File: config.mk
export PLATFORM = sky130hd
export DESIGN_NAME = pipe_hazard_ctrl
export DESIGN_NICKNAME = d
export VERILOG_FILES = /design/src/rtl/pipe_pkg.sv /design/src/rtl/mdu_busy_timer.sv /design/src/rtl/pipe_hazard_ctrl.sv
export SDC_FILE = /design/constraint.sdc
export NUM_CORES = 1
export LEC_CHECK = 0
export CELL_PAD_IN_SITES_DETAIL_PLACEMENT = 0
export CELL_PAD_IN_SITES_GLOBAL_PLACEMENT = 1
export CORE_ASPECT_RATIO = 1.5
export CORE_MARGIN = 2
export CORE_UTILIZATION = 27
export CTS_CLUSTER_DIAMETER = 150
export DETAILED_ROUTE_END_ITERATION = 8
export GPL_TIMING_DRIVEN = 0
export PLACE_DENSITY = 0.86
export SKIP_LAST_GASP = 1
export SLEW_MARGIN = 20
export SYNTH_ARGS = -nofsm -noshare
export SYNTH_HDL_FRONTEND = slang
export SYNTH_SLANG_ARGS = --single-unit
File: constraint.sdc
create_clock -name clk_i -period 2.9 [get_ports clk_i]
set_clock_uncertainty 0.15 [all_clocks]
set_input_delay 0.58 -clock clk_i [delete_from_list [all_inputs] [get_ports clk_i]]
set_output_delay 0.58 -clock clk_i [all_outputs]
set_load 0.05 [all_outputs]
File: src/rtl/pipe_pkg.sv
// pipe_pkg
// Shared types and defaults for the pipeline sequencing controller.
//   mdu_state_e      : MDU busy-window FSM states (RUN, MDU_WAIT)
//   DEF_REG_ADDR_W   : default register-file address width
//   DEF_MDU_LATENCY  : default MDU busy window in cycles
//   ZERO_REG         : architectural $0, which can never carry a hazard
package pipe_pkg;

    localparam int DEF_REG_ADDR_W  = 5;
    localparam int DEF_MDU_LATENCY = 32;

    localparam logic [DEF_REG_ADDR_W-1:0] ZERO_REG = '0;

    typedef enum logic [0:0] {
        RUN      = 1'b0,
        MDU_WAIT = 1'b1
    } mdu_state_e;

endpackage

File: src/rtl/mdu_busy_timer.sv
// mdu_busy_timer
// Tracks the multi-cycle multiply/divide unit. A qualified start loads the
// countdown with MDU_LATENCY; busy_o stays high while the count is nonzero.
// Ports:
//   clk_i   : clock, rising edge
//   rst_i   : asynchronous active-high reset
//   start_i : a mult/div is leaving ID this cycle (already qualified by the
//             caller against stall and flush)
//   busy_o  : MDU countdown nonzero
module mdu_busy_timer
    import pipe_pkg::*;
#(
    parameter int MDU_LATENCY = DEF_MDU_LATENCY,
    parameter int CNT_W       = $clog2(MDU_LATENCY + 1)
) (
    input  logic clk_i,
    input  logic rst_i,
    input  logic start_i,
    output logic busy_o
);

    mdu_state_e       r_state;
    mdu_state_e       w_nextState;
    logic [CNT_W-1:0] r_cnt;
    logic [CNT_W-1:0] w_nextCnt;

    // State and countdown registers; reset abandons any countdown in flight.
    always_ff @(posedge clk_i or posedge rst_i) begin
        if (rst_i) begin
            r_state <= RUN;
            r_cnt   <= '0;
        end else begin
            r_state <= w_nextState;
            r_cnt   <= w_nextCnt;
        end
    end

    // Next-state logic. A start is only honoured from RUN, so the counter is
    // never reloaded while busy; the last count (1) returns the FSM to RUN.
    always_comb begin
        w_nextState = r_state;
        w_nextCnt   = r_cnt;
        case (r_state)
            RUN: begin
                if (start_i) begin
                    w_nextState = MDU_WAIT;
                    w_nextCnt   = CNT_W'(MDU_LATENCY);
                end
            end
            MDU_WAIT: begin
                w_nextCnt = r_cnt - CNT_W'(1);
                if (r_cnt == CNT_W'(1)) begin
                    w_nextState = RUN;
                end
            end
            default: begin
                w_nextState = RUN;
                w_nextCnt   = '0;
            end
        endcase
    end

    assign busy_o = (r_state == MDU_WAIT);

endmodule

File: src/rtl/pipe_hazard_ctrl.sv
// pipe_hazard_ctrl
// Pipeline sequencing controller for the 5-stage MIPS core. Decides each
// cycle between flush (taken branch in EX), stall (RAW hazard with no
// forwarding, or HI/LO access while the MDU is busy) and run, and drives the
// PC / IF/ID / ID/EX controls accordingly.
// Ports:
//   clk_i, rst_i               : clock, asynchronous active-high reset
//   id_rs_i, id_rt_i           : source registers of the ID instruction
//   id_uses_rs_i, id_uses_rt_i : ID instruction actually reads rs / rt
//   id_mdu_start_i             : ID holds mult/multu/div/divu
//   id_mdu_read_i              : ID holds mfhi/mflo/mthi/mtlo
//   ex_rd_i, ex_regwrite_i     : EX destination and write enable
//   mem_rd_i, mem_regwrite_i   : MEM destination and write enable
//   ex_branch_taken_i          : branch/jump in EX resolved taken
//   pc_ld_o                    : PC load enable
//   ifid_ld_o, ifid_clear_o    : IF/ID load / synchronous clear
//   idex_clear_o               : inject a bubble into ID/EX
//   stall_o                    : ID held this cycle
//   mdu_busy_o                 : MDU countdown nonzero
// Optional feature, macro PIPE_HAZARD_CTRL_STATS_EN: adds stall_cnt_o and
// flush_cnt_o, free-running 32-bit counts of stall and flush cycles.
module pipe_hazard_ctrl
    import pipe_pkg::*;
#(
    parameter int REG_ADDR_W  = DEF_REG_ADDR_W,
    parameter int MDU_LATENCY = DEF_MDU_LATENCY,
    parameter int CNT_W       = $clog2(MDU_LATENCY + 1)
) (
    input  logic                  clk_i,
    input  logic                  rst_i,
    input  logic [REG_ADDR_W-1:0] id_rs_i,
    input  logic [REG_ADDR_W-1:0] id_rt_i,
    input  logic                  id_uses_rs_i,
    input  logic                  id_uses_rt_i,
    input  logic                  id_mdu_start_i,
    input  logic                  id_mdu_read_i,
    input  logic [REG_ADDR_W-1:0] ex_rd_i,
    input  logic [REG_ADDR_W-1:0] mem_rd_i,
    input  logic                  ex_regwrite_i,
    input  logic                  mem_regwrite_i,
    input  logic                  ex_branch_taken_i,
    output logic                  pc_ld_o,
    output logic                  ifid_ld_o,
    output logic                  ifid_clear_o,
    output logic                  idex_clear_o,
    output logic                  stall_o,
    output logic                  mdu_busy_o
`ifdef PIPE_HAZARD_CTRL_STATS_EN
    ,
    output logic [31:0]           stall_cnt_o,
    output logic [31:0]           flush_cnt_o
`endif
);

    localparam logic [REG_ADDR_W-1:0] ZERO_ADDR = REG_ADDR_W'(ZERO_REG);

    logic w_exHit;
    logic w_memHit;
    logic w_rawHit;
    logic w_mduHit;
    logic w_flush;
    logic w_stall;
    logic w_mduStart;
    logic w_mduBusy;

    // A producer only matters if it writes a real register; $0 is hardwired.
    // WB is absent because the register file writes in the first half-cycle.
    assign w_exHit  = ex_regwrite_i && (ex_rd_i != ZERO_ADDR) &&
                      ((id_uses_rs_i && (id_rs_i == ex_rd_i)) ||
                       (id_uses_rt_i && (id_rt_i == ex_rd_i)));
    assign w_memHit = mem_regwrite_i && (mem_rd_i != ZERO_ADDR) &&
                      ((id_uses_rs_i && (id_rs_i == mem_rd_i)) ||
                       (id_uses_rt_i && (id_rt_i == mem_rd_i)));
    assign w_rawHit = w_exHit || w_memHit;

    // Any HI/LO access, including a second mult/div, waits out the window.
    assign w_mduHit = w_mduBusy && (id_mdu_read_i || id_mdu_start_i);

    assign w_flush = ex_branch_taken_i;
    assign w_stall = (w_rawHit || w_mduHit) && !w_flush;

    // A stalled or squashed mult/div has not left ID, so it must not start
    // the countdown.
    assign w_mduStart = id_mdu_start_i && !w_stall && !w_flush;

    mdu_busy_timer #(
        .MDU_LATENCY (MDU_LATENCY),
        .CNT_W       (CNT_W)
    ) u_mduBusyTimer (
        .clk_i   (clk_i),
        .rst_i   (rst_i),
        .start_i (w_mduStart),
        .busy_o  (w_mduBusy)
    );

    assign mdu_busy_o = w_mduBusy;

    // Control decode, priority reset > flush > stall > run. During flush the
    // IF/ID clear dominates the load, so the load is left asserted.
    always_comb begin
        pc_ld_o      = 1'b1;
        ifid_ld_o    = 1'b1;
        ifid_clear_o = 1'b0;
        idex_clear_o = 1'b0;
        stall_o      = 1'b0;
        if (rst_i) begin
            pc_ld_o      = 1'b0;
            ifid_ld_o    = 1'b0;
            ifid_clear_o = 1'b1;
            idex_clear_o = 1'b1;
        end else if (w_flush) begin
            ifid_clear_o = 1'b1;
            idex_clear_o = 1'b1;
        end else if (w_stall) begin
            pc_ld_o      = 1'b0;
            ifid_ld_o    = 1'b0;
            idex_clear_o = 1'b1;
            stall_o      = 1'b1;
        end
    end

`ifdef PIPE_HAZARD_CTRL_STATS_EN
    logic [31:0] r_stallCnt;
    logic [31:0] r_flushCnt;

    // Event counters; they wrap naturally at 2^32.
    always_ff @(posedge clk_i or posedge rst_i) begin
        if (rst_i) begin
            r_stallCnt <= '0;
            r_flushCnt <= '0;
        end else begin
            if (w_stall) begin
                r_stallCnt <= r_stallCnt + 32'd1;
            end
            if (w_flush) begin
                r_flushCnt <= r_flushCnt + 32'd1;
            end
        end
    end

    assign stall_cnt_o = r_stallCnt;
    assign flush_cnt_o = r_flushCnt;
`endif

endmodule

==> impl_metrics.json, run 1 <==
{
  "clock_latency_ns": 0.25,
  "drtIter0Drc": 17,
  "fin_area_sq_um": 1170,
  "grt_pass1_wl_mm": 3.45,
  "finalMaxSlewViolations": 0,
  "ant_nets": 0,
  "drive_above_1_share": 0.228,
  "ios": 35,
  "setup-tns-final_ns": -0.0501,
  "synth_area_sq_um": 699,
  "cts.sinks": 7,
  "hold_viol": 0,
  "die_height_um": 66.3,
  "cp_max_fo": 2,
  "layout_common_cells": "xnor2_1, clkdlybuf4s50_1, buf_4, dlygate4sd2_1, nand2_1",
  "critPathMaxStageDelay_ns": 0.52,
  "worstPathCellList": "buf_8 > or4_1 > o21a_1 > a221o_1 > a21oi_4 > buf_6 > buf_8",
  "switchingPower_mw": 0.265,
  "io_buffers": 34,
  "clockPowerShare": 0.139,
  "synth.distinct_cells": 27,
  "yosysTopAreaCell": "xnor2_1",
  "n_antenna_cell": 0,
  "num_rows": 22,
  "clockRootBuffer": "clkbuf_4",
  "globalRouteOverflowTotal": 0,
  "crit_required_ns": 2.17,
  "cp.arrival_ns": 2.20,
  "routed_wl_mm": 2.19,
  "min_path_type": "reg2reg",
  "pwr_density_cell_nw_per_um2": 548,
  "layout_commonest_cell": "xnor2_1",
  "area_delta_synth_final_pct": 66.7,
  "dp_cells": 139,
  "dp_hpwl_mm": 1.67,
  "fin_nets": 159,
  "grt_max_degree": 10,
  "finalSetupViolCount": 2,
  "yosysWarnings": 0,
  "crit_path_start_kind": "primary input",
  "vias": 762,
  "seq_area_frac_synth": 0.250,
  "cap_violations": 0,
  "synthCells": 81,
  "end_kind": "primary output",
  "power.internal_mw": 0.374,
  "fin_ws_ns": -0.0337,
  "die_area_sq_um": 3020,
  "ctsHoldBuffers": 0,
  "wl_per_cell_um": 14.5,
  "worst_hold_slack_ns": 0.406,
  "grt_pass1_vias": 832,
  "synth_fp_nets": 112,
  "clock_path_buffers": 2,
  "p_leak_nw": 0.472,
  "grt_setup_unrepaired": "true",
  "period_minus_slack_ns": 2.93,
  "netlist_top_cells_area": "xnor2_1, dfrtp_1, nand2_1",
  "clkTransAtPathRegs_ns": 0.05,
  "cpMostUsedCell": "buf_8",
  "place.gp.congestion": 0.845,
  "power_frac_comb": 0.562,
  "cts_buffers": 3,
  "drc_errors": 0,
  "synth.top_cell.area_share": 0.275,
  "placed_area_sq_um": 1080,
  "drtPass1Iterations": 4,
  "via_per_inst": 5.05,
  "antenna_found_initial": 0,
  "p_seq_frac": 0.300,
  "status": "complete, but fails checks",
  "h-tree-depth": 1,
  "dpl_worst_slack_ns": -1.09,
  "max_freq_ghz": 0.341,
  "syn_area_per_cell_sq_um": 8.63,
  "p_total_mw": 0.639,
  "cts_tree": "built",
  "fin_crit_sh": 1.01,
  "synth-seq-cells": 7,
  "grtUsageTotal": 0.153,
  "slew_headroom": 0.555,
  "utilization": 0.476,
  "start_util": 0.285,
  "failed_checks": "negative setup slack",
  "critPathKind": "in2out",
  "coreArea_sq_um": 2450,
  "swShare": 0.415,
  "path_delay_family": "compound AO/OA/AOI/OAI gates",
  "crit_path_top_delay_cell": "or4_1",
  "crit_buf_inv": 3,
  "dieWidth_um": 45.6,
  "fin_cells": 151,
  "irDropWorstVdd_v": 0.000373,
  "tightest_slew_ns": 0.658
}
[final timing paths]
check / start / to / slack [ns] / depth (start not counted)
min: u_mduBusyTimer.r_cnt[4] / u_mduBusyTimer.r_cnt[4] / 0.41 / 2
min reg2reg: u_mduBusyTimer.r_cnt[4] / u_mduBusyTimer.r_cnt[4] / 0.41 / 2
max reg2reg: u_mduBusyTimer.busy_o / u_mduBusyTimer.r_cnt[5] / 1.10 / 4
max in group asynchronous: rst_i / u_mduBusyTimer.r_cnt[5] / 1.85 / 2
max: ex_rd_i[2] / pc_ld_o / -0.03 / 7
min in group asynchronous: rst_i / u_mduBusyTimer.r_cnt[0] / 0.52 / 2
[cells by family (layout without fill, tap and decap cells)]
| family | Yosys count | in the layout | synth area share |
|---|---|---|---|
| xor gates and xnor gates | 23 | 23 | 0.288 |
| buffers and inverters | 6 | 52 | 0.0376 |
| adders and majority gates | 2 | 2 | 0.0358 |
| DFF | 7 | 7 | 0.250 |
| and+or+nand+nor | 26 | 26 | 0.191 |
| AOI/OAI and AO/OA | 17 | 17 | 0.197 |
[power groups by stage]
stage	sequential, mW	clock [mW]	combinational [mW]
2_1_floorplan	0.199	0	0.224
3_3_place_gp	0.188	0	0.340
3_5_place_dp	0.193	0	0.349
4_1_cts	0.192	0.0932	0.357
5_1_grt	0.199	0.0980	0.399
6_report	0.191	0.0885	0.359
[cells in the mapped netlist, drive strengths merged]
master / n
a211oi: 1
a21o: 2
a21oi: 2
a221o: 1
a221oi: 1
a22oi: 1
a41oi: 1
buf: 1
clkbuf: 1
dfrtp: 7
ha: 2
inv: 4
nand2: 8
nand2b: 2
nand3: 1
nand4: 4
nor2: 5
nor3: 1
nor3b: 1
nor4b: 1
o21a: 4
o21ai: 2
o22ai: 2
or2: 1
or4: 2
xnor2: 22
xor2: 1
[layout make-up]
cell class,count,area [sq um]
sequential,7,175
tap,24,30.0
inverter,4,15.0
timing repair buffer,42,379
clock buffer,4,26.3
fill,240,1280
buffer,2,15.0
multi-input combinational,68,526
[state kept, by name, indices dropped and copies added (netlist names)]
register,count
u_mduBusyTimer.busy_o,1
u_mduBusyTimer.r_cnt,6
[timing repair]
item	in CTS	in global routing
pin swaps	11	8
setup buffers	6	2
resized for setup	73	7
endpoints found under the setup margin	5	4
gates cloned	0	0
[worst min-delay path, delay by kind of cell, from the launching register on]
kind / cells / cell delay (ns)
xor gates and xnor gates: 1 / 0.08
DFF: 1 / 0.36
and+or+nand+nor: 1 / 0.08
[metal layers]
| metal | wire length (um) | GRT usage |
|---|---|---|
| met1 | 781 | 0.148 |
| met3 | 193 | 0.0328 |
| met4 | 57 | 0.0809 |
| met2 | 1160 | 0.283 |
| met5 | 0 | 0 |
Note: power is estimated with default switching activity, not from simulation.
==> run 2: changes to the inputs <==
--- a/config.mk
+++ b/config.mk
@@ -13,7 +13,7 @@
 export CTS_CLUSTER_DIAMETER = 150
 export DETAILED_ROUTE_END_ITERATION = 8
 export GPL_TIMING_DRIVEN = 0
-export PLACE_DENSITY = 0.86
+export PLACE_DENSITY_LB_ADDON = 0.1
 export SKIP_LAST_GASP = 1
 export SLEW_MARGIN = 20
 export SYNTH_ARGS = -nofsm -noshare
==> impl_metrics.json, run 2 (same netlist as run 1, synthesis figures left out) <==
{
  "max_freq_ghz": 0.342,
  "clkTransAtPathRegs_ns": 0.05,
  "cap_violations": 0,
  "clock_path_buffers": 2,
  "fin_nets": 159,
  "num_rows": 22,
  "pwr_density_cell_nw_per_um2": 524,
  "n_antenna_cell": 0,
  "fillers": 242,
  "ctsHoldBuffers": 0,
  "end_kind": "primary output",
  "wl_per_cell_um": 13.2,
  "ios": 35,
  "regToRegEndpoint": "u_mduBusyTimer.r_cnt[5]",
  "regMostFlops": "u_mduBusyTimer.r_cnt",
  "io_buffers": 34,
  "period_minus_slack_ns": 2.92,
  "grt_pass1_vias": 754,
  "clockRootBuffer": "clkbuf_4",
  "worst-path-stages": 7,
  "tightest_slew_ns": 0.646,
  "area_delta_synth_final_pct": 72.6,
  "largest_register_ffs": 6,
  "die_height_um": 66.3,
  "reg2reg_depth": 4,
  "multi_input_area_sq_um": 544,
  "failed_checks": "negative setup slack",
  "critPathMaxStageDelay_ns": 0.53,
  "grtUsageTotal": 0.139,
  "drtPass1Iterations": 4,
  "worstHoldEndpoint": "u_mduBusyTimer.r_cnt[4]",
  "layout_commonest_cell": "xnor2_1",
  "finalSetupViolCount": 2,
  "cp_max_fo": 2,
  "ant_nets": 0,
  "via_per_inst": 4.92,
  "fin_ws_ns": -0.0230,
  "place.gp.congestion": 0.800,
  "status": "complete, but fails checks",
  "vias": 743,
  "dieWidth_um": 45.6,
  "utilization": 0.493,
  "dpl_worst_slack_ns": -1.13,
  "crit_required_ns": 2.17,
  "cts.sinks": 7,
  "grt_setup_unrepaired": "true",
  "coreArea_sq_um": 2450,
  "irDropWorstVdd_v": 0.000336,
  "drtIter0Drc": 7,
  "fin_area_sq_um": 1210,
  "crit_path_top_delay_cell": "or4_4",
  "antenna_found_initial": 0,
  "die_area_sq_um": 3020,
  "critPathLaunch": "ex_rd_i[2]",
  "layout_common_cells": "xnor2_1, clkdlybuf4s50_1, buf_4, nand2_1, dfrtp_1",
  "dp_cells": 139,
  "h-tree-depth": 1,
  "cpMostUsedCell": "buf_8",
  "grt_pass1_wl_mm": 3.11,
  "cts_buffers": 3,
  "fin_crit_sh": 1.01,
  "finalMaxSlewViolations": 0,
  "crit_path_start_kind": "primary input",
  "grt_max_degree": 10,
  "dp_hpwl_mm": 1.61,
  "p_leak_nw": 0.528,
  "reg2reg_from": "u_mduBusyTimer.busy_o",
  "min_path_type": "reg2reg",
  "hp-start": "u_mduBusyTimer.r_cnt[4]",
  "drive_above_1_share": 0.252,
  "critPathKind": "in2out",
  "cts_tree": "built",
  "cp.arrival_ns": 2.19,
  "start_util": 0.285,
  "worstPathCellList": "buf_8 > or4_4 > o21a_4 > a221o_1 > a21oi_4 > buf_6 > buf_8",
  "hold_viol": 0,
  "routed_wl_mm": 1.99,
  "path_delay_family": "compound AO/OA/AOI/OAI gates",
  "slew_headroom": 0.563,
  "crit_buf_inv": 3,
  "fin_cells": 151,
  "regArea_sq_um": 175,
  "rrSetupSlack_ns": 1.11,
  "drc_errors": 0,
  "globalRouteOverflowTotal": 0,
  "hold_depth": 2,
  "clock_latency_ns": 0.24,
  "placed_area_sq_um": 1080
}
run 2: changes by cell type in the layout (fill, tap and decap cells not counted), sizes merged:
| cell | previous run | this run |
|---|---|---|
| dlymetal6s2s | 0 | 6 |
| dlygate4sd2 | 9 | 3 |
run 2: worst max-delay path by stage:
stage | to | slack [ns]
after floorplan | pc_ld_o | -0.08
after global placement | pc_ld_o | -1.16
after detailed placement | pc_ld_o | -1.13
after CTS | pc_ld_o | -0.09
after global routing | pc_ld_o | -0.05
final | pc_ld_o | -0.02
run 2: power breakdown:
| part | switching (mW) | internal (mW) | total, mW |
|---|---|---|---|
| Clock | 0.0334 | 0.0523 | 0.0857 |
| Combinational | 0.181 | 0.176 | 0.357 |
| Sequential | 0.0432 | 0.147 | 0.190 |
| Total | 0.258 | 0.375 | 0.633 |
run 2: area by class of cell:
class                   count  share of cell area
well taps                  24              0.0249
clock buffers               4              0.0218
multi-input cells          68               0.451
inverters                   4              0.0124
repair buffers             42               0.333
plain buffers               2              0.0124
flip-flops and latches      7               0.145
run 2: layer usage:
metal	routed length, um	track usage
met3	140	0.0219
met2	1070	0.255
met1	765	0.155
met5	0	0
met4	14	0.0441
run 2: timing repair:
item                                    in CTS  in global routing
pin swaps                                    7                 10
setup buffers                                5                  3
cloned                                       0                  0
resized for setup                           70                 12
endpoints found under the setup margin       5                  4
run 2: worst register-to-register path, cell delays in order, from the launching register on:
cell      delay (ns)
dfrtp_1         0.33
clkbuf_1        0.32
nor4b_1         0.59
nand3_1         0.15
o21a_1          0.13
run 2: metrics by stage:
step           total power, mW  TNS (ns)  hold slack (ns)
4_1_cts                  0.640    -0.233            0.423
5_1_grt                  0.691    -0.113            0.455
3_5_place_dp             0.542     -4.07            0.415
2_1_floorplan            0.423   -0.0842            0.242
6_report                 0.633   -0.0432            0.420
3_3_place_gp             0.535     -4.25            0.379
==> run 3: changes to the inputs <==
--- a/config.mk
+++ b/config.mk
@@ -8,7 +8,6 @@
 export CELL_PAD_IN_SITES_DETAIL_PLACEMENT = 0
 export CELL_PAD_IN_SITES_GLOBAL_PLACEMENT = 1
 export CORE_ASPECT_RATIO = 1.5
-export CORE_MARGIN = 2
 export CORE_UTILIZATION = 27
 export CTS_CLUSTER_DIAMETER = 150
 export DETAILED_ROUTE_END_ITERATION = 8
==> impl_metrics.json, run 3 (same netlist as run 1, synthesis figures left out) <==
{
  "status": "complete, but fails checks",
  "failed_checks": "design-rule violations",
  "drtIter0Drc": 24,
  "hold_viol": 0,
  "crit_required_ns": 2.17,
  "cts_tree": "built",
  "end_kind": "primary output",
  "reg2reg_from": "u_mduBusyTimer.busy_o",
  "worstHoldEndpoint": "u_mduBusyTimer.r_cnt[4]",
  "worstPathCellList": "buf_8 > or4_4 > o21a_1 > a221o_1 > or2_1 > buf_6",
  "finalSetupViolCount": 0,
  "cts.sinks": 7,
  "clkTransAtPathRegs_ns": 0.05,
  "utilization": 0.483,
  "dpl_worst_slack_ns": -1.14,
  "die_height_um": 64.3,
  "fin_nets": 157,
  "dp_hpwl_mm": 1.61,
  "io_buffers": 34,
  "layout_common_cells": "xnor2_1, clkdlybuf4s50_1, nand2_1, dlymetal6s2s_1, buf_4",
  "coreArea_sq_um": 2450,
  "rrSetupSlack_ns": 1.07,
  "die_area_sq_um": 2800,
  "clock_latency_ns": 0.25,
  "ctsHoldBuffers": 0,
  "p_leak_nw": 0.534,
  "clock_path_buffers": 2,
  "wl_per_cell_um": 13.3,
  "fin_crit_sh": 0.994,
  "hp-start": "u_mduBusyTimer.r_cnt[4]",
  "vias": 737,
  "cp_max_fo": 2,
  "drtPass1Iterations": 6,
  "fillers": 253,
  "hold_depth": 2,
  "cap_violations": 0,
  "critPathKind": "in2out",
  "critPathMaxStageDelay_ns": 0.53,
  "drive_above_1_share": 0.232,
  "worst_hold_slack_ns": 0.424,
  "multi_input_area_sq_um": 537,
  "h-tree-depth": 1,
  "setup-tns-final_ns": 0,
  "routed_wl_mm": 1.99,
  "fin_area_sq_um": 1180,
  "crit_path_start_kind": "primary input",
  "ios": 35,
  "pwr_density_cell_nw_per_um2": 533,
  "grt_pass1_vias": 757,
  "regToRegEndpoint": "u_mduBusyTimer.r_cnt[5]",
  "dieWidth_um": 43.6,
  "num_rows": 22,
  "layout_commonest_cell": "xnor2_1",
  "regArea_sq_um": 175,
  "clockRootBuffer": "clkbuf_4",
  "cts_buffers": 3,
  "antenna_found_initial": 0,
  "irDropWorstVdd_v": 0.000375,
  "slew_headroom": 0.556,
  "globalRouteOverflowTotal": 0,
  "ant_nets": 0,
  "place.gp.congestion": 0.836,
  "crit_path_top_delay_cell": "or4_4",
  "fin_ws_ns": 0.0160,
  "grtUsageTotal": 0.155,
  "via_per_inst": 4.95,
  "drc_errors": 12,
  "placed_area_sq_um": 1080,
  "grt_pass1_wl_mm": 3.19,
  "tightest_slew_ns": 0.657,
  "area_delta_synth_final_pct": 69.1,
  "min_path_type": "reg2reg",
  "start_util": 0.285,
  "max_freq_ghz": 0.347,
  "largest_register_ffs": 6,
  "cp.arrival_ns": 2.15,
  "regMostFlops": "u_mduBusyTimer.r_cnt",
  "period_minus_slack_ns": 2.88,
  "finalMaxSlewViolations": 0,
  "n_antenna_cell": 0,
  "grt_setup_unrepaired": "true",
  "grt_max_degree": 10,
  "reg2reg_depth": 4
}
[run 3: worst max-delay path, delay by kind of cell]
kind            cells  cell delay (ns)
compound gates      2             0.56
buf+inv             2             0.24
simple gates        2             0.76
[run 3: worst max path at each step]
stage,startpoint,endpoint,cells past startpoint
after detailed placement,ex_rd_i[1],pc_ld_o,7
after global routing,ex_rd_i[2],idex_clear_o,6
final,ex_rd_i[2],idex_clear_o,6
after CTS,ex_rd_i[2],pc_ld_o,7
after floorplan,ex_rd_i[1],pc_ld_o,5
after global placement,ex_rd_i[2],pc_ld_o,7
[run 3: metal layers]
layer / up-vias / wire length (um) / track usage
li1: 373 / - / -
met1: 336 / 762 / 0.160
met3: 4 / 112 / 0.0226
met4: 0 / 41 / 0.0820
met5: - / 0 / 0
met2: 24 / 1070 / 0.285
[run 3: power by group]
part           internal, mW  switching [mW]
sequential            0.147          0.0440
clock                0.0524          0.0342
combinational         0.172           0.182
total                 0.371           0.260
[run 3: layout make-up]
type                            instances  share of cell area
Multi-Input combinational cell         68               0.454
Timing Repair Buffer                   41               0.334
Sequential cell                         7               0.148
Tap cell                               24              0.0254
Clock buffer                            4              0.0222
Inverter                                4              0.0127
Buffer                                  1             0.00317
[run 3: what timing repair did]
action | in CTS | in global routing
gates resized for setup | 72 | 11
setup endpoints to repair | 5 | 4
endpoints found under the hold margin | 0 | 0
setup buffers | 5 | 2
pin swaps | 6 | 7
[run 3: stage by stage]
stage | total power [mW] | std cells
finish | 0.631 | 149
global route | 0.683 | 149
CTS | 0.647 | 148
detailed placement | 0.546 | 139
global placement | 0.535 | 139
floorplan | 0.423 | 81
